### config.mk
export PLATFORM = sky130hd
export DESIGN_NAME = video_timing_gen
export DESIGN_NICKNAME = d
export VERILOG_FILES = /design/src/rtl/video_timing_gen_pkg.sv /design/src/rtl/video_timing_gen_pix_ce_gen.sv /design/src/rtl/video_timing_gen.sv
export SDC_FILE = /design/constraint.sdc
export NUM_CORES = 1
export LEC_CHECK = 0
export CORE_MARGIN = 8
export CORE_UTILIZATION = 52
export DETAILED_ROUTE_END_ITERATION = 10
export MAX_ROUTING_LAYER = met4
export PLACE_DENSITY = 0.94
export SLEW_MARGIN = 5
export SYNTH_ARGS = -nofsm -noshare
export SYNTH_HDL_FRONTEND = slang
export SYNTH_HIERARCHICAL = 1
export SYNTH_SLANG_ARGS = --single-unit
### constraint.sdc
create_clock -name clk_sys -period 5.4 [get_ports clk_sys]
set_input_delay 1.62 -clock clk_sys [delete_from_list [all_inputs] [get_ports clk_sys]]
set_output_delay 1.62 -clock clk_sys [all_outputs]
set_load 0.03 [all_outputs]
### src/rtl/video_timing_gen_pkg.sv
// Shared video definitions: default raster timing, pixel-clock divide-code
// decode and the packed sync/blank flag bundle used by the timing generator
// and the video pipeline.
package video_timing_gen_pkg;

    // Default raster timing (pixels per line / lines per frame).
    localparam int unsigned DEF_H_ACTIVE    = 320;
    localparam int unsigned DEF_H_FP        = 8;
    localparam int unsigned DEF_H_SYNC      = 32;
    localparam int unsigned DEF_H_BP        = 24;
    localparam int unsigned DEF_V_ACTIVE    = 224;
    localparam int unsigned DEF_V_FP        = 16;
    localparam int unsigned DEF_V_SYNC      = 8;
    localparam int unsigned DEF_V_BP        = 16;
    localparam int unsigned DEF_CNT_WIDTH   = 10;
    localparam int unsigned DEF_COLOR_DEPTH = 6;

    // Divider code and ratio widths (ratio spans 2..8).
    localparam int unsigned CE_CODE_W = 3;
    localparam int unsigned DIV_N_W   = 4;

    // Ratio in force out of reset and for code 0.
    localparam logic [DIV_N_W-1:0] DIV_N_RESET = DIV_N_W'(4);

    // Registered sync/blank decode of one pixel position.
    typedef struct packed {
        logic hsync;
        logic vsync;
        logic hblank;
        logic vblank;
    } sync_flags_t;

    // Divide code to clk_sys cycles per pixel: 0 -> 4, otherwise code + 1.
    function automatic logic [DIV_N_W-1:0] ce_div_ratio(input logic [CE_CODE_W-1:0] code);
        logic [DIV_N_W-1:0] ratio;
        if (code == '0) begin
            ratio = DIV_N_RESET;
        end else begin
            ratio = DIV_N_W'(code) + DIV_N_W'(1);
        end
        return ratio;
    endfunction

endpackage

### src/rtl/video_timing_gen_pix_ce_gen.sv
// Pixel clock-enable generator.
// A divider counter runs 0..N-1 on clk_sys and pixel_ena is high exactly
// while the counter sits at N-1. The ratio N is re-latched from ce_divider
// only on the pixel that ends a line, so pixel pitch is constant per line.
// Ports:
//   clk_sys            master clock
//   rst_n              asynchronous active-low reset
//   ce_divider         divide code (decoded by ce_div_ratio)
//   line_end           current pixel position is the last of the line
//   pixel_ena          registered one-cycle pixel strobe
//   pixel_ena_early_c  combinational value pixel_ena takes at the next edge
module video_timing_gen_pix_ce_gen
    import video_timing_gen_pkg::*;
(
    input  logic                 clk_sys,
    input  logic                 rst_n,
    input  logic [CE_CODE_W-1:0] ce_divider,
    input  logic                 line_end,
    output logic                 pixel_ena,
    output logic                 pixel_ena_early_c
);

    localparam int unsigned DIV_CNT_W = 3;

    logic [DIV_CNT_W-1:0] div_cnt;
    logic [DIV_CNT_W-1:0] div_cnt_nxt;
    logic [DIV_N_W-1:0]   div_n;
    logic [DIV_N_W-1:0]   div_n_nxt;

    // Next divider state; the strobe is derived from the next count so it
    // stays registered yet coincides with count == N-1.
    always_comb begin
        div_n_nxt   = div_n;
        div_cnt_nxt = div_cnt + DIV_CNT_W'(1);
        if (pixel_ena) begin
            div_cnt_nxt = '0;
            if (line_end) begin
                div_n_nxt = ce_div_ratio(ce_divider);
            end
        end
        pixel_ena_early_c = (DIV_N_W'(div_cnt_nxt) == (div_n_nxt - DIV_N_W'(1)));
    end

    // Divider state registers.
    always_ff @(posedge clk_sys or negedge rst_n) begin
        if (!rst_n) begin
            div_cnt   <= '0;
            div_n     <= DIV_N_RESET;
            pixel_ena <= 1'b0;
        end else begin
            div_cnt   <= div_cnt_nxt;
            div_n     <= div_n_nxt;
            pixel_ena <= pixel_ena_early_c;
        end
    end

endmodule

### src/rtl/video_timing_gen.sv
// Raster timing generator.
// Produces the pixel strobe, horizontal/vertical position counters, sync and
// blanking pulses, blank-gated colour and a start-of-frame pulse. Sync, blank
// and colour are decoded from the position and core colour on each pixel
// strobe and registered, so they lag hcnt/vcnt by one pixel.
// Ports:
//   clk_sys              master clock (shared with the video pipeline)
//   rst_n                asynchronous active-low reset
//   ce_divider           pixel clock divide code, applied at line end
//   r_in/g_in/b_in       core colour for the current hcnt/vcnt
//   pixel_ena            one-clk_sys pixel strobe
//   hcnt/vcnt            current pixel / line position
//   R/G/B                blank-gated colour
//   HSync/VSync          active-high sync
//   HBlank/VBlank        active-high blanking
//   frame_start          one-clk_sys pulse on the strobe presenting (0,0)
module video_timing_gen
    import video_timing_gen_pkg::*;
#(
    parameter int unsigned H_ACTIVE    = DEF_H_ACTIVE,
    parameter int unsigned H_FP        = DEF_H_FP,
    parameter int unsigned H_SYNC      = DEF_H_SYNC,
    parameter int unsigned H_BP        = DEF_H_BP,
    parameter int unsigned V_ACTIVE    = DEF_V_ACTIVE,
    parameter int unsigned V_FP        = DEF_V_FP,
    parameter int unsigned V_SYNC      = DEF_V_SYNC,
    parameter int unsigned V_BP        = DEF_V_BP,
    parameter int unsigned CNT_WIDTH   = DEF_CNT_WIDTH,
    parameter int unsigned COLOR_DEPTH = DEF_COLOR_DEPTH
) (
    input  logic                   clk_sys,
    input  logic                   rst_n,
    input  logic [CE_CODE_W-1:0]   ce_divider,
    input  logic [COLOR_DEPTH-1:0] r_in,
    input  logic [COLOR_DEPTH-1:0] g_in,
    input  logic [COLOR_DEPTH-1:0] b_in,
    output logic                   pixel_ena,
    output logic [CNT_WIDTH-1:0]   hcnt,
    output logic [CNT_WIDTH-1:0]   vcnt,
    output logic [COLOR_DEPTH-1:0] R,
    output logic [COLOR_DEPTH-1:0] G,
    output logic [COLOR_DEPTH-1:0] B,
    output logic                   HSync,
    output logic                   VSync,
    output logic                   HBlank,
    output logic                   VBlank,
    output logic                   frame_start
);

    localparam int unsigned H_TOTAL    = H_ACTIVE + H_FP + H_SYNC + H_BP;
    localparam int unsigned V_TOTAL    = V_ACTIVE + V_FP + V_SYNC + V_BP;
    localparam int unsigned HS_START   = H_ACTIVE + H_FP;
    localparam int unsigned HS_END     = HS_START + H_SYNC;
    localparam int unsigned VS_START   = V_ACTIVE + V_FP;
    localparam int unsigned VS_END     = VS_START + V_SYNC;
    localparam longint unsigned CNT_RANGE = 64'd1 << CNT_WIDTH;

    // Raster totals must be representable in the position counters.
    if ((64'(H_TOTAL) > CNT_RANGE) || (64'(V_TOTAL) > CNT_RANGE)) begin : g_bad_cnt_width
        $error("video_timing_gen: raster totals do not fit CNT_WIDTH");
    end

    localparam logic [CNT_WIDTH-1:0] H_LAST   = CNT_WIDTH'(H_TOTAL - 1);
    localparam logic [CNT_WIDTH-1:0] V_LAST   = CNT_WIDTH'(V_TOTAL - 1);
    localparam logic [CNT_WIDTH-1:0] H_ACT_C  = CNT_WIDTH'(H_ACTIVE);
    localparam logic [CNT_WIDTH-1:0] V_ACT_C  = CNT_WIDTH'(V_ACTIVE);
    localparam logic [CNT_WIDTH-1:0] HS_STA_C = CNT_WIDTH'(HS_START);
    localparam logic [CNT_WIDTH-1:0] HS_END_C = CNT_WIDTH'(HS_END);
    localparam logic [CNT_WIDTH-1:0] VS_STA_C = CNT_WIDTH'(VS_START);
    localparam logic [CNT_WIDTH-1:0] VS_END_C = CNT_WIDTH'(VS_END);

    logic        line_end_c;
    logic        pixel_ena_early_c;
    sync_flags_t flags_c;
    logic        blank_c;
    sync_flags_t sync_q;

    assign line_end_c = (hcnt == H_LAST);

    // Pixel strobe and per-line divide ratio.
    video_timing_gen_pix_ce_gen u_pix_ce_gen (
        .clk_sys           (clk_sys),
        .rst_n             (rst_n),
        .ce_divider        (ce_divider),
        .line_end          (line_end_c),
        .pixel_ena         (pixel_ena),
        .pixel_ena_early_c (pixel_ena_early_c)
    );

    // Position counters; vcnt steps only on the strobe that wraps hcnt.
    always_ff @(posedge clk_sys or negedge rst_n) begin
        if (!rst_n) begin
            hcnt <= '0;
            vcnt <= '0;
        end else if (pixel_ena) begin
            if (line_end_c) begin
                hcnt <= '0;
                vcnt <= (vcnt == V_LAST) ? '0 : vcnt + CNT_WIDTH'(1);
            end else begin
                hcnt <= hcnt + CNT_WIDTH'(1);
            end
        end
    end

    // Sync/blank decode of the position currently presented.
    always_comb begin
        flags_c        = '0;
        flags_c.hblank = (hcnt >= H_ACT_C);
        flags_c.vblank = (vcnt >= V_ACT_C);
        flags_c.hsync  = (hcnt >= HS_STA_C) && (hcnt < HS_END_C);
        flags_c.vsync  = (vcnt >= VS_STA_C) && (vcnt < VS_END_C);
        blank_c        = flags_c.hblank || flags_c.vblank;
    end

    // Decoded outputs advance once per pixel, one pixel behind hcnt/vcnt.
    always_ff @(posedge clk_sys or negedge rst_n) begin
        if (!rst_n) begin
            sync_q <= '0;
            R      <= '0;
            G      <= '0;
            B      <= '0;
        end else if (pixel_ena) begin
            sync_q <= flags_c;
            R      <= blank_c ? '0 : r_in;
            G      <= blank_c ? '0 : g_in;
            B      <= blank_c ? '0 : b_in;
        end
    end

    assign HSync  = sync_q.hsync;
    assign VSync  = sync_q.vsync;
    assign HBlank = sync_q.hblank;
    assign VBlank = sync_q.vblank;

    // Counters are static on the edge that raises pixel_ena, so the
    // position seen here is the one the strobe will present.
    always_ff @(posedge clk_sys or negedge rst_n) begin
        if (!rst_n) begin
            frame_start <= 1'b0;
        end else begin
            frame_start <= pixel_ena_early_c && (hcnt == '0) && (vcnt == '0);
        end
    end

endmodule

==> Word-level counts from Yosys, hierarchy flattened <==
Index checks and enable logic that the tools add are counted.
{ "op_classes": {"n_addsub": 5, "n_lt_le_gt_ge": 6, "n_eq_ne": 3, "n_mux": 9, "n_reduce_logical": 9} }
{ "op_table": {"columns": ["cell", "n"], "rows": [
  ["$add A10 B1 Y10 const B", 2],
  ["$eq A10 B9 Y1 const B", 2],
  ["$ge A10 B8 Y1 const B", 2],
  ["$ge A10 B9 Y1 const B", 2],
  ["$logic_not A10 Y1", 2],
  ["$mux W10", 2],
  ["$mux W6", 3],
  ["$mux W4", 3],
  ["$lt A10 B8 Y1 const B", 1],
  ["$lt A10 B9 Y1 const B", 1],
  ["$add A3 B1 Y4 const B", 1],
  ["$eq A3 B4 Y1", 1],
  ["$logic_and A1 B1 Y1", 4],
  ["$sub A4 B1 Y4 const B", 1],
  ["$add A3 B1 Y3 const B", 1],
  ["$logic_not A3 Y1", 1],
  ["$mux W3", 1],
  ["$reduce_and A2 Y1", 1],
  ["$logic_or A1 B1 Y1", 1]
]} }
{ "totals": {"register_bits": 51, "output_inout_bits": 44, "elab_cells": 45} }

==> Depth between registers and ports, before layout <==
Gate-level depths: netlist (run 1).
{ "logic_depth": {"ltp_word": 8, "depth_mapped": 13} }

==> Modules after synthesis <==
Netlist (run 1), hierarchy kept.
{ "modules_own_cells": {"columns": ["mod", "n_inst", "cells_per_inst", "area_per_inst_um2", "seq_area_each_um2"], "rows": [
  ["video_timing_gen", 1, 162, 1976.9, 1076.0],
  ["video_timing_gen_pix_ce_gen", 1, 47, 483.0, 201.4]
]} }

==> Least setup slack after synthesis (run 1) <==
OpenSTA, ideal clock, no wires.
{ "synth_path": {"path_kind": "input port to flip-flop", "from": "input ce_divider[0]", "to": "register frame_start", "arrival_ns": 3.304, "required_ns": 5.299, "slack_ns": 1.995, "cell_stages": 12, "n_path_buf": 0, "path_cell_list": "inv_1 ha_1 and2b_1 nor3_2 a21oi_2 ha_1 xnor2_1 a21oi_1 o21ai_0 a211oi_2 nand4_1 nor4_1"} }
{ "synth_via": {"elab_chain_cells": 8, "word_cells_on_any_way": 9, "classes_between": "add/sub: 2; eq/ne: 1; mux: 3; reduce/logical: 3"} }
{ "synth_rtl": {"columns": ["element", "line", "source"], "rows": [
  ["from (decl)", "video_timing_gen.sv:33", "input logic [CE_CODE_W-1:0] ce_divider,"],
  ["$add A3 B1 Y4 / $logic_not A3 Y1 (equally long branches)", "video_timing_gen_pkg.sv:39, video_timing_gen_pkg.sv:36", null],
  ["$mux W4 (*)", "video_timing_gen_pkg.sv:36", "if (code == '0) begin"],
  ["$mux W4 (*)", "video_timing_gen_pix_ce_gen.sv:37", "if (line_end) begin"],
  ["$mux W4 (*)", "video_timing_gen_pix_ce_gen.sv:35", "if (pixel_ena) begin"],
  ["$sub A4 B1 Y4 (*)", "video_timing_gen_pix_ce_gen.sv:41", "pixel_ena_early_c = (DIV_N_W'(div_cnt_nxt) == (div_n_nxt - DIV_N_W'(1)));"],
  ["$eq A3 B4 Y1 (*)", "video_timing_gen_pix_ce_gen.sv:41", null],
  ["via pixel_ena_early_c", "video_timing_gen.sv:73", "logic pixel_ena_early_c;"],
  ["$logic_and A1 B1 Y1 (*) (2 in a row)", "video_timing_gen.sv:141", "frame_start <= pixel_ena_early_c && (hcnt == '0) && (vcnt == '0);"],
  ["to (signal assigned)", "video_timing_gen.sv:141", null],
  ["to (decl)", "video_timing_gen.sv:47", "output logic frame_start"]
]} }
Mark *: on every way through the listed nets, which the timed path passes. The rest lies on a longest branch.
A chain may end at the register's enable or synchronous reset.

==> Final worst setup path (run 1) <==
Ends and elaborated chain as after synthesis.

==> summary by stage, run 1 <==
Timing
The transition at the pin with the smallest max-transition slack is 1.097 ns. The final sum of negative setup slack is 0 ns. The hold violation total from the final report is 0.

The number of setup violations in the final report is 0. Subtracting the final worst setup slack from the clock period gives 3.901 ns. The highest attainable clock frequency is 256.3 MHz. Between clock sinks in the finished design, the worst skew comes to 0.01344 ns. The period utilization is 72.24%. The final worst slack is 1.499 ns. Setup repair after global routing left no endpoint under its margin. The max-slew violation total from the final report was 0. Headroom to the max-slew limit came out at 26.87%.

GRT
The overall track demand over capacity in global routing is 16.65%. Global routing finished with a remaining overflow of 0. The met3 track demand over resource in global routing is 4.098%. The wire length of the first global-routing pass is 9459 um. In the global route stage, met1 resource usage came out at just under 20%. Entering global routing, the biggest net connects 52 pins. The peak-usage layer in the global routing report is met2. The number of antenna violations at the first check in global routing was 0. The via count of the first global-routing pass came to approximately 2k. The met2 usage in global routing is 26.91%.

Placement
In this run the cell area measured after placement is 0.003139 sq mm. The congestion estimate from routability-driven global placement came to 0.8196. In this run the tool buffered the top-level ports with 66 buffer cells. The placement-stage worst setup slack is 1.199 ns. The final HPWL from detailed placement is slightly above 4000 um. The number of instances in the placed design is 322.

Cells and area
The area added between synthesis and finish is 31.94%. The post-route netlist has 11.27% of its cells at a drive strength greater than 1. At the end of the flow, the number of nets in the layout was 306.

Summing all flip-flop and latch instances after layout gives 0.001277 sq mm. The post-layout instance area is 0.003246 sq mm. Summing all multi-input logic gate instances after layout gives 0.001089 sq mm. The number of antenna diodes in the final layout is 0. The final cell count without fillers is 329. The filler cell count is 349.

Clocking
The count of clock tree sinks is 51. In this run the post-CTS setup repair buffer count came out at 0. The root buffer cell chosen for the clock tree is clkbuf_8. The maximum level of the CTS H-tree is 2. In this run, post-CTS hold repair placed 0 buffers. After clock tree synthesis, the clock-pin slew on the worst setup and hold paths is 0.08 ns. The maximum root-to-sink buffer count is 2.

The TritonCTS buffer count is 5. The CTS tree is built. The clock insertion delay at the later pin of the skew report is around 0.31 ns. Once the clock tree was built, the resizer swapped 0 gates to a different size.

Setup path
Counting stages on the worst path, the most repeated cell is ha_1. In this run the register-to-register setup slack is about 2.1 ns. For the worst flop-to-flop path, the logic depth is 12.

In this run the critical register-to-register path is launched from hcnt[9]. The critical path goes through clkdlybuf4s50_1 -> inv_1 -> ha_1 -> and2b_1 -> nor3_2 -> a21oi_2 -> ha_1 -> xnor2_1 -> a21oi_1 -> o21ai_0 -> a211oi_2 -> nand4_1 -> nor4_1. Data on the critical path arrives at its endpoint at 4.10 ns. The endpoint of the most critical register-to-register path is frame_start. STA classifies the critical path startpoint as a primary input. The endpoint required time on the critical path is approximately 5.6 ns. The delay of the slowest cell on the worst path is 0.56 ns.

The worst setup path is captured at a register. Among all stages on the critical path, the largest delay is contributed by clkdlybuf4s50_1. The critical path starts at ce_divider[0]. The path type of the worst setup path is primary input to register. The largest fanout of any net on the critical path is 5.

Synth
The number of enable flip-flop cells after synthesis is 0. Of all flip-flops after synthesis, the portion carrying an async set or reset was 100.0%. The leading area contributor after synthesis is dfrtp_1. The leading register cell type out of synthesis is dfrtp_1.

After synthesis, the cell types taking the most area are dfrtp_1, a22o_1, xnor2_1, ha_1, nor2_1. The synthesized design contains 51 register bits. When the netlist entered floorplanning its net count stood at 240. The area share of the largest cell type after synthesis is 50.86%. The count of synthesis-stage warnings from yosys is 6. The total standard cell area after synthesis is around 0.0025 sq mm. The count of different cell masters after synthesis is 56.

The gate count of the mapped netlist is 209. The post-synthesis average cell area is between 10 and 15 sq um. The sequential element share of the synthesized area is 51.93%.

Pwr
The power density relative to cell area is roughly 440 mW/mm^2. The worst ir drop on vdd is approximately 0.00022 V. The power consumption is 1.421 mW. The static leakage power is 1.406 nW.

Floorplanning
The die height is 84.78 um. The starting utilization of the core area is 53.14%. The number of top-level pins is 67. The die covers 0.007188 sq mm. The initialized floorplan defines 25 standard-cell rows. The horizontal extent of the die is 84.78 um. The core footprint is 0.004629 sq mm.

Worst hold path
The worst hold endpoint is u_pix_ce_gen/div_cnt[0]. The critical hold path startpoint is u_pix_ce_gen/div_cnt[0]. The worst hold path stage count is 1. In this run the worst hold path is classified as register to register.

Drt
The DRC violation count after routing is 0. After the first detailed-routing iteration, the DRC count stood at 61. The wire length reported by the detailed router is 5550 um. The remaining antenna violation count after routing is 0. In the routed layout, each cell is associated on average with a via count of 5.541.

The mean routed wirelength per cell is approximately 17 um. The first-pass iteration count of the detailed router is 4. Summing over every cut layer, the via total after detailed routing is 1,823.

Run
Across the run, the number of max-cap violations was 0.

Outcome
The flow ran to the end, and the final reports show no timing, DRC or antenna violations.
[per-layer routing]
metal	routed length, um	part of all wire (%)
met3	293	5.3
met2	2700	49
met4	47	0.85
met1	2508	45
met5	0	0
[area by class of cell]
cell class	instances	share of cell area, %
Clock buffer	5	2.120
Clock inverter	2	1.157
Inverter	13	1.542
Multi-Input combinational cell	138	33.54
Sequential cell	51	39.36
Tap cell	54	2.082
Timing Repair Buffer	66	20.20
[where the power goes]
part | switching, mW | internal [mW]
Combinational | 0.329 | 0.287
Sequential | 0.0708 | 0.477
Clock | 0.122 | 0.135
Total | 0.521 | 0.900
[sequential cells by signal, summed over array words and instances, names as in the netlist]
name	cells
G	6
R	6
u_pix_ce_gen/div_n	4
u_pix_ce_gen/pixel_ena	1
VSync	1
u_pix_ce_gen/div_cnt	3
hcnt	10
frame_start	1
HSync	1
vcnt	10
VBlank	1
HBlank	1
B	6
[worst max-delay path, delay by kind of cell]
kind,cells,cell delay (ns)
adders and majority gates,2,0.51
and+or+nand+nor,4,0.68
buffers and inverters,2,0.63
AOI/OAI and AO/OA,4,0.53
xor gates and xnor gates,1,0.12
[through the flow]
stage	hold WS, ns	utilization [%]
2_1_floorplan	0.4306	-
3_3_place_gp	0.4516	67.81
3_5_place_dp	0.4622	67.81
4_1_cts	0.4735	70.11
5_1_grt	0.5057	70.11
6_report	0.4730	70.11
[cells in the mapped netlist, types with 4 or more instances]
cell / number
xnor2_1: 13
o21ai_0: 5
nor2_1: 17
a22o_1: 19
a21oi_1: 4
nand2_1: 11
ha_1: 8
xor2_1: 4
dfrtp_1: 50
and3_1: 5
inv_1: 12
nand3_1: 5
nand4_1: 6
[placed cells by master, fill, tap and decap left out, types with 3 or more instances in the layout]
cell type and count:
a21oi_1 4, a22o_1 19, and3_1 5, clkbuf_8 5, clkdlybuf4s50_1 65, dfrtp_1 50, ha_1 8, inv_1 12
nand2_1 11, nand3_1 5, nand4_1 6, nand4b_1 3, nor2_1 17, o21ai_0 5, xnor2_1 13, xor2_1 4
[cell families (layout without fill, tap and decap cells)]
kind of cell	count (synthesis)	in the layout	synth area share (%)
buffers and inverters	20	86	3.814
multiplexers	3	3	1.475
XOR/XNOR	18	18	6.714
flip-flops	51	51	51.93
AND/OR/NAND/NOR	68	68	18.06
AO/OA/AOI/OAI	41	41	13.94
adder cells (fa/ha/maj)	8	8	4.069
[how the worst max path moves through the flow]
| stage | to | cells after the start | slack (ns) |
|---|---|---|---|
| floorplan | frame_start | 12 | 1.99 |
| global placement | frame_start | 13 | 1.31 |
| detailed placement | frame_start | 13 | 1.20 |
| CTS | frame_start | 13 | 1.50 |
| global route | frame_start | 13 | 1.22 |
| finish | frame_start | 13 | 1.50 |
(Power assumes the default switching activity.)
==> run 2, diff against run 1 <==
--- a/config.mk
+++ b/config.mk
@@ -6,10 +6,10 @@
 export NUM_CORES = 1
 export LEC_CHECK = 0
 export CORE_MARGIN = 8
-export CORE_UTILIZATION = 52
+export CORE_UTILIZATION = 43
 export DETAILED_ROUTE_END_ITERATION = 10
 export MAX_ROUTING_LAYER = met4
-export PLACE_DENSITY = 0.94
+export PLACE_DENSITY = 0.84
 export SLEW_MARGIN = 5
 export SYNTH_ARGS = -nofsm -noshare
 export SYNTH_HDL_FRONTEND = slang
==> constraint.sdc (replaced) <==
create_clock -name clk_sys -period 3.46 [get_ports clk_sys]
set_input_delay 1.038 -clock clk_sys [delete_from_list [all_inputs] [get_ports clk_sys]]
set_output_delay 1.038 -clock clk_sys [all_outputs]
set_load 0.03 [all_outputs]
==> summary by stage, run 2 (synthesis results as in run 1) <==
GRT
The total grt overflow is 0. The met3 track demand over resource in global routing is 3.993%. In this run the most used layer during global routing was met2. The met2 usage in global routing is 21.19%. Global routing consumed, over all layers together, roughly 14% of the routing resources.

The number of antenna violations at the first check in global routing is 0. The wire length of the first global-routing pass is 9308 um. Entering global routing, the biggest net connects 40 pins. The via count of the first global-routing pass came to between 1.5k and 2k. In the global route stage, met1 resource usage came out at 17.01%.

Cells and area
The final net count is 312. The fraction of final layout cells sized beyond drive strength 1 is roughly an eighth. Leaving out filler cells and counting taps, the final layout contains 354. In the final layout, the registers with the most flip-flops are hcnt x10, vcnt x10. The area added between synthesis and finish is 34.44%. The number of antenna diodes in the final layout is 0. The top cell types in the final layout, fill and taps aside, are clkdlybuf4s50_1, dfrtp_1, a22o_1. The most common cell after layout, fill and taps aside is clkdlybuf4s50_1. After filler insertion, the fill cell instance count of the layout stands at 444.

Drt
The mean routed wirelength per cell is 15.94 um. After the first detailed-routing iteration, the DRC count stood at 72. The count of vias placed by the detailed router is about 1.9k.

The wire length reported by the detailed router is 5643 um. Before antenna repair, the detailed router went through 4 iterations. The routed via count divided by cell count is between 5 and 6. The detail route stage leaves a number of antenna-violating nets equal to 0. The DRC violation count after routing is 0.

Floorplanning
The horizontal extent of the die is 91.64 um. The die area is 0.008397 sq mm. The core footprint is approximately 0.0055 sq mm. After floorplanning, the core was divided into 27 placement rows.

The die height is 91.64 um. 67 I/O pins were placed. The starting utilization of the core area is 44.67%.

Setup path
Counting cells, the worst reg-to-reg path comes to 13. For the worst setup path, the data arrival time is 3.42 ns. The most critical setup path has its startpoint at ce_divider[0].

For flop-to-flop paths, the worst setup slack is ~0.52 ns. The worst flop-to-flop path startpoint is hcnt[9]. In this run the critical register-to-register path is captured at frame_start. Along the worst path, the maximum fanout reaches 3.

The worst setup path is captured at a register. The critical path in this run is classified as primary input to register. In this run the worst setup path terminates at frame_start. The endpoint required time on the critical path is 3.67 ns. The launching element type of the critical path is a primary input.

Run
The number of maximum-capacitance violations is 0.

Clocking
The TritonCTS buffer count is 5. The maximum level of the CTS H-tree is 2. The longest clock path from root to sink contains 2 buffers.

The CTS root buffer is clkbuf_8. The count of clock tree sinks is 51. The number of gates resized after CTS was 0. In this run, post-CTS hold repair placed 0 buffers. Clock-pin slew was measured on the worst setup and hold paths at approximately 0.090 ns.

The clock reaches the later pin of the worst-skew pair after roughly 0.30 ns. The number of buffers added for setup after CTS is 0. TritonCTS built the clock tree.

Placement
Detailed placement ended at an HPWL of 4199 um. The number of instances in the placed design is 346. The congestion estimate from routability-driven global placement came to 0.8549. Buffers placed on the I/O ports in this run total 66.

Worst hold path
The worst hold path belongs to the class register to register. The critical hold path startpoint is u_pix_ce_gen/div_cnt[0].

Timing
Setup violations remaining at the end of the flow were counted as 0. For the final database, setup skew stands at around 0.008 ns. The final critical-path required period is 3.206 ns. Measured against its own limit, the worst slew margin works out to 44.01%. For the pin with the worst max-slew slack, the measured transition is between 0.8 and 0.9 ns. The period utilization is ~93%. The highest attainable clock frequency is 311.9 MHz. Setup repair after global routing left no endpoint under its margin. The final sum of negative setup slack is 0 ns.

The max-slew violation total from the final report is 0. The hold violation total from the final report is 0.

Pwr
The worst ir drop on vdd is 0.0003531 V. The power density relative to cell area is between 600 and 700 mW/mm^2. The static leakage power is 1.438 nW.

Outcome
The run finished with clean final reports.
run 2: metrics by stage:
stage | util, % | instance area, sq um | total power [mW] | worst slack, ns | hold WS [ns]
after global placement | 58.24 | 3207 | 1.823 | 0.04879 | 0.4579
after floorplan | - | 2460 | 1.463 | 0.4464 | 0.4306
final | 60.05 | 3307 | 2.185 | 0.2539 | 0.4746
after CTS | 60.05 | 3307 | 2.213 | 0.2644 | 0.4768
after global routing | 60.05 | 3307 | 2.308 | 0.08705 | 0.4942
after detailed placement | 58.24 | 3207 | 1.842 | -0.05749 | 0.4655
run 2: how the worst min path moves through the flow:
stage               cells past startpoint                 endpoint  slack (ns)
CTS                                     1  u_pix_ce_gen/div_cnt[0]        0.48
finish                                  1  u_pix_ce_gen/div_cnt[0]        0.47
floorplan                               1  u_pix_ce_gen/div_cnt[0]        0.43
detailed placement                      1  u_pix_ce_gen/div_cnt[0]        0.47
global placement                        1  u_pix_ce_gen/div_cnt[0]        0.46
global route                            1  u_pix_ce_gen/div_cnt[0]        0.49
run 2: final cells by class:
type                    count  area [sq um]  area share (%)
flip-flops and latches     51          1277           38.63
multi-input cells         138          1089           32.92
repair buffers             72         700.7           21.19
well taps                  72         90.09           2.724
clock buffers               8         100.1           3.027
inverters                  13         50.05           1.513
run 2: power breakdown:
part	leakage (nW)	internal, mW	switching (mW)
clock network	0.0515	0.183	0.183
registers	0.661	0.745	0.0919
logic	0.725	0.455	0.528
total	1.44	1.38	0.803
run 2: metal layers:
| layer | routed length [um] | part of all wire, % | vias up |
|---|---|---|---|
| li1 | - | - | 891 |
| met1 | 2604 | 46 | 890 |
| met2 | 2559 | 45 | 67 |
| met3 | 375 | 6.6 | 9 |
| met4 | 104 | 1.8 | 0 |
| met5 | 0 | 0 | - |
run 2: critical path, cell delays in order:
cell             delay [ns]
clkdlybuf4s50_1        0.48
inv_1                  0.05
ha_1                   0.19
and2b_1                0.19
nor3_2                 0.15
a21oi_2                0.07
ha_1                   0.31
xnor2_1                0.13
a21oi_1                0.10
o21ai_0                0.12
a211oi_2               0.24
nand4_1                0.12
nor4_1                 0.23
==> run 3, diff against run 2 <==
--- a/config.mk
+++ b/config.mk
@@ -5,6 +5,7 @@
 export SDC_FILE = /design/constraint.sdc
 export NUM_CORES = 1
 export LEC_CHECK = 0
+export CORE_ASPECT_RATIO = 0.9
 export CORE_MARGIN = 8
 export CORE_UTILIZATION = 43
 export DETAILED_ROUTE_END_ITERATION = 10
==> constraint.sdc (replaced) <==
create_clock -name clk_sys -period 2.8 [get_ports clk_sys]
set_input_delay 0.84 -clock clk_sys [delete_from_list [all_inputs] [get_ports clk_sys]]
set_output_delay 0.84 -clock clk_sys [all_outputs]
set_load 0.03 [all_outputs]
==> summary by stage, run 3 (synthesis results as in run 1) <==
Clocking
The CTS root buffer is clkbuf_8. The maximum root-to-sink buffer count is 2. For this design, the CTS-stage hold fixing added 0 buffers. For the worst-skew pair, the clock arrives at the later sink with an insertion delay of 0.30 ns.

The clock drives just over 50 sinks. The CTS tree is built. After clock tree synthesis, the clock-pin slew on the worst setup and hold paths is 0.09 ns. The maximum level of the CTS H-tree is 2. The TritonCTS buffer count is 5.

Drt
Before antenna repair, the detailed router went through 4 iterations. After detailed routing, the total wire length is 6179 um. The routed layout has 1,975 vias. The mean routed wirelength per cell is about 17 um.

In this run the remaining antenna-violating nets after routing total 0. The first-iteration detailed-routing DRC count is 83. In the routed design, unresolved DRC markers number 0. Dividing the detail-routed via count by the number of cells gives 5.323.

Timing
The max-slew violation total from the final report is 0. For the pin with the worst max-slew slack, the measured transition is roughly 0.73 ns. Counting I/O delays and the setup requirement, the final critical path takes 2.697 ns.

Dividing the final minimum period by the clock period gives 96.32%. Between clock sinks in the finished design, the worst skew comes to 0.004023 ns. Setup violations remaining at the end of the flow were counted as 0. The worst pin sits at a relative slew slack of 51.31%. For this run, the top clock speed supported by timing is 370.8 MHz. The hold violation total from the final report came to 0. The final worst slack is between 0.1 and 0.15 ns.

Cells and area
The area growth from synthesis to layout is 41.35%. Cells with a size suffix above 1 make up 23.59% of the layout. The library cell used most frequently in the layout, excluding fill and tap cells, is clkdlybuf4s50_1. The final net count is 331. The largest registers in the layout are hcnt x10, vcnt x10.

The post-layout instance area is 0.003477 sq mm. In the layout the commonest cells are clkdlybuf4s50_1, dfrtp_1, buf_4. The number of antenna diodes in the final layout is 0. For this run, the number of standard cells in the final layout without fillers is 371.

Floorplanning
The die height is just under 90 um. For this design the top-level I/O count stands at 67. The initialized floorplan defines 26 standard-cell rows. The floorplan step defined a die boundary enclosing 0.008400 sq mm. Once the floorplan was initialized, standard cells occupied between 40% and 50% of the core.

The horizontal extent of the die is 95.73 um. After floorplanning, the core was sized to cover 0.005595 sq mm.

Run
The number of maximum-capacitance violations is 0.

Placement
The placement-stage worst setup slack is -0.4473 ns. After legalization and detailed placement, the total HPWL measured 4573 um. The post-place instance area is 0.003291 sq mm. The congestion estimate from routability-driven global placement came to roughly 0.87. Buffers placed on the I/O ports in this run total 66. Counting tap cells, the placed design contains a total of 354 instances.

GRT
The via count of the first global-routing pass is around 2k. The number of antenna violations at the first check in global routing is 0. The maximum number of pins on one net before global-route repair is 25. The first global-routing pass estimated between 9000 and 10,000 um of wire. The total overflow left after global routing is 0. Global routing consumed, over all layers together, 14.90% of the routing resources.

Pwr
In this run the static leakage power is approximately 1.6 nW. In this run the power density over the cells is 805.8 mW/mm^2. Across the VDD grid, the largest voltage drop is approximately 0.0005 V.

Setup path
The critical path data arrival time is about 3 ns. Of all nets on the critical path, the largest fanout is 8. STA classifies the critical path endpoint as a register. The worst setup path is launched from a register. The path type of the worst setup path is register to register. At the worst endpoint, the required time is around 3 ns.

Outcome
The flow ran to the end, and the final reports show no timing, DRC or antenna violations.

Worst hold path
The kind of path behind the tightest hold check is primary input to async pin.
[run 3: changes by cell type in the layout (fill, tap and decap cells not counted), sizes merged]
| cell | previous run | this run |
|---|---|---|
| clkbuf | 8 | 9 |
| clkinvlp | 0 | 1 |
| clkdlybuf4s50 | 65 | 62 |
| buf | 7 | 26 |
| dlygate4sd2 | 0 | 1 |
[run 3: final cells by class]
class,instances,area (sq um)
tap,70,87.58
sequential,51,1286
fill,412,2118
inverter,13,50.05
clock inverter,1,7.507
clock buffer,7,96.34
timing repair buffer,91,832.0
multi-input combinational,138,1117
[run 3: report_power, final]
group	switching (mW)	leakage, nW	internal (mW)
clock	0.245	0.0505	0.225
sequential	0.119	0.651	0.925
combinational	0.684	0.854	0.604
[run 3: routing by layer]
metal / track usage [%] / vias up / routed length, um
met4: 4.324 / 0 / 49
met1: 18.90 / 965 / 2755
met5: - / - / 0
met3: 2.999 / 4 / 419
li1: - / 930 / -
met2: 23.54 / 76 / 2955
[run 3: path summary, 6_finish.rpt]
check,endpoint,slack [ns],start,cells past startpoint
max in group asynchronous,u_pix_ce_gen/div_n[2],1.76,rst_n,2
worst min-delay path,u_pix_ce_gen/div_n[1],0.43,rst_n,1
min in group clk_sys,VBlank,0.48,VBlank,1
worst max-delay path,u_pix_ce_gen/pixel_ena,0.10,hcnt[9],13
worst min register to register,VBlank,0.48,VBlank,1
worst max register to register,u_pix_ce_gen/pixel_ena,0.10,hcnt[9],13
[run 3: repair_timing]
action                                  CTS  global route
pin swaps                                 6             7
resized for setup                         5            11
buffers inserted                          4             5
endpoints found under the setup margin    1             2
[run 3: worst max-delay path, cell delays in order, from the launching register on]
cell and delay (ns):
dfrtp_2 0.42, nand4bb_4 0.29, nor3_4 0.24, nand2_4 0.13, a22oi_1 0.29, ha_1 0.29
xnor2_1 0.12, a21oi_1 0.14, o21ai_1 0.11, a211oi_2 0.19, buf_4 0.14, buf_4 0.10
buf_4 0.10, buf_4 0.09
[run 3: per-stage QoR]
step                utilization, %  hold slack [ns]  setup TNS, ns  power, mW
floorplan                        -           0.4306              0      1.818
finish                       62.14           0.4322              0      2.802
global placement             58.81           0.4600        -0.3207      2.255
detailed placement           58.81           0.4692        -0.5876      2.290
CTS                          61.25           0.4348              0      2.789
global route                 62.14           0.4465       -0.02382      2.945
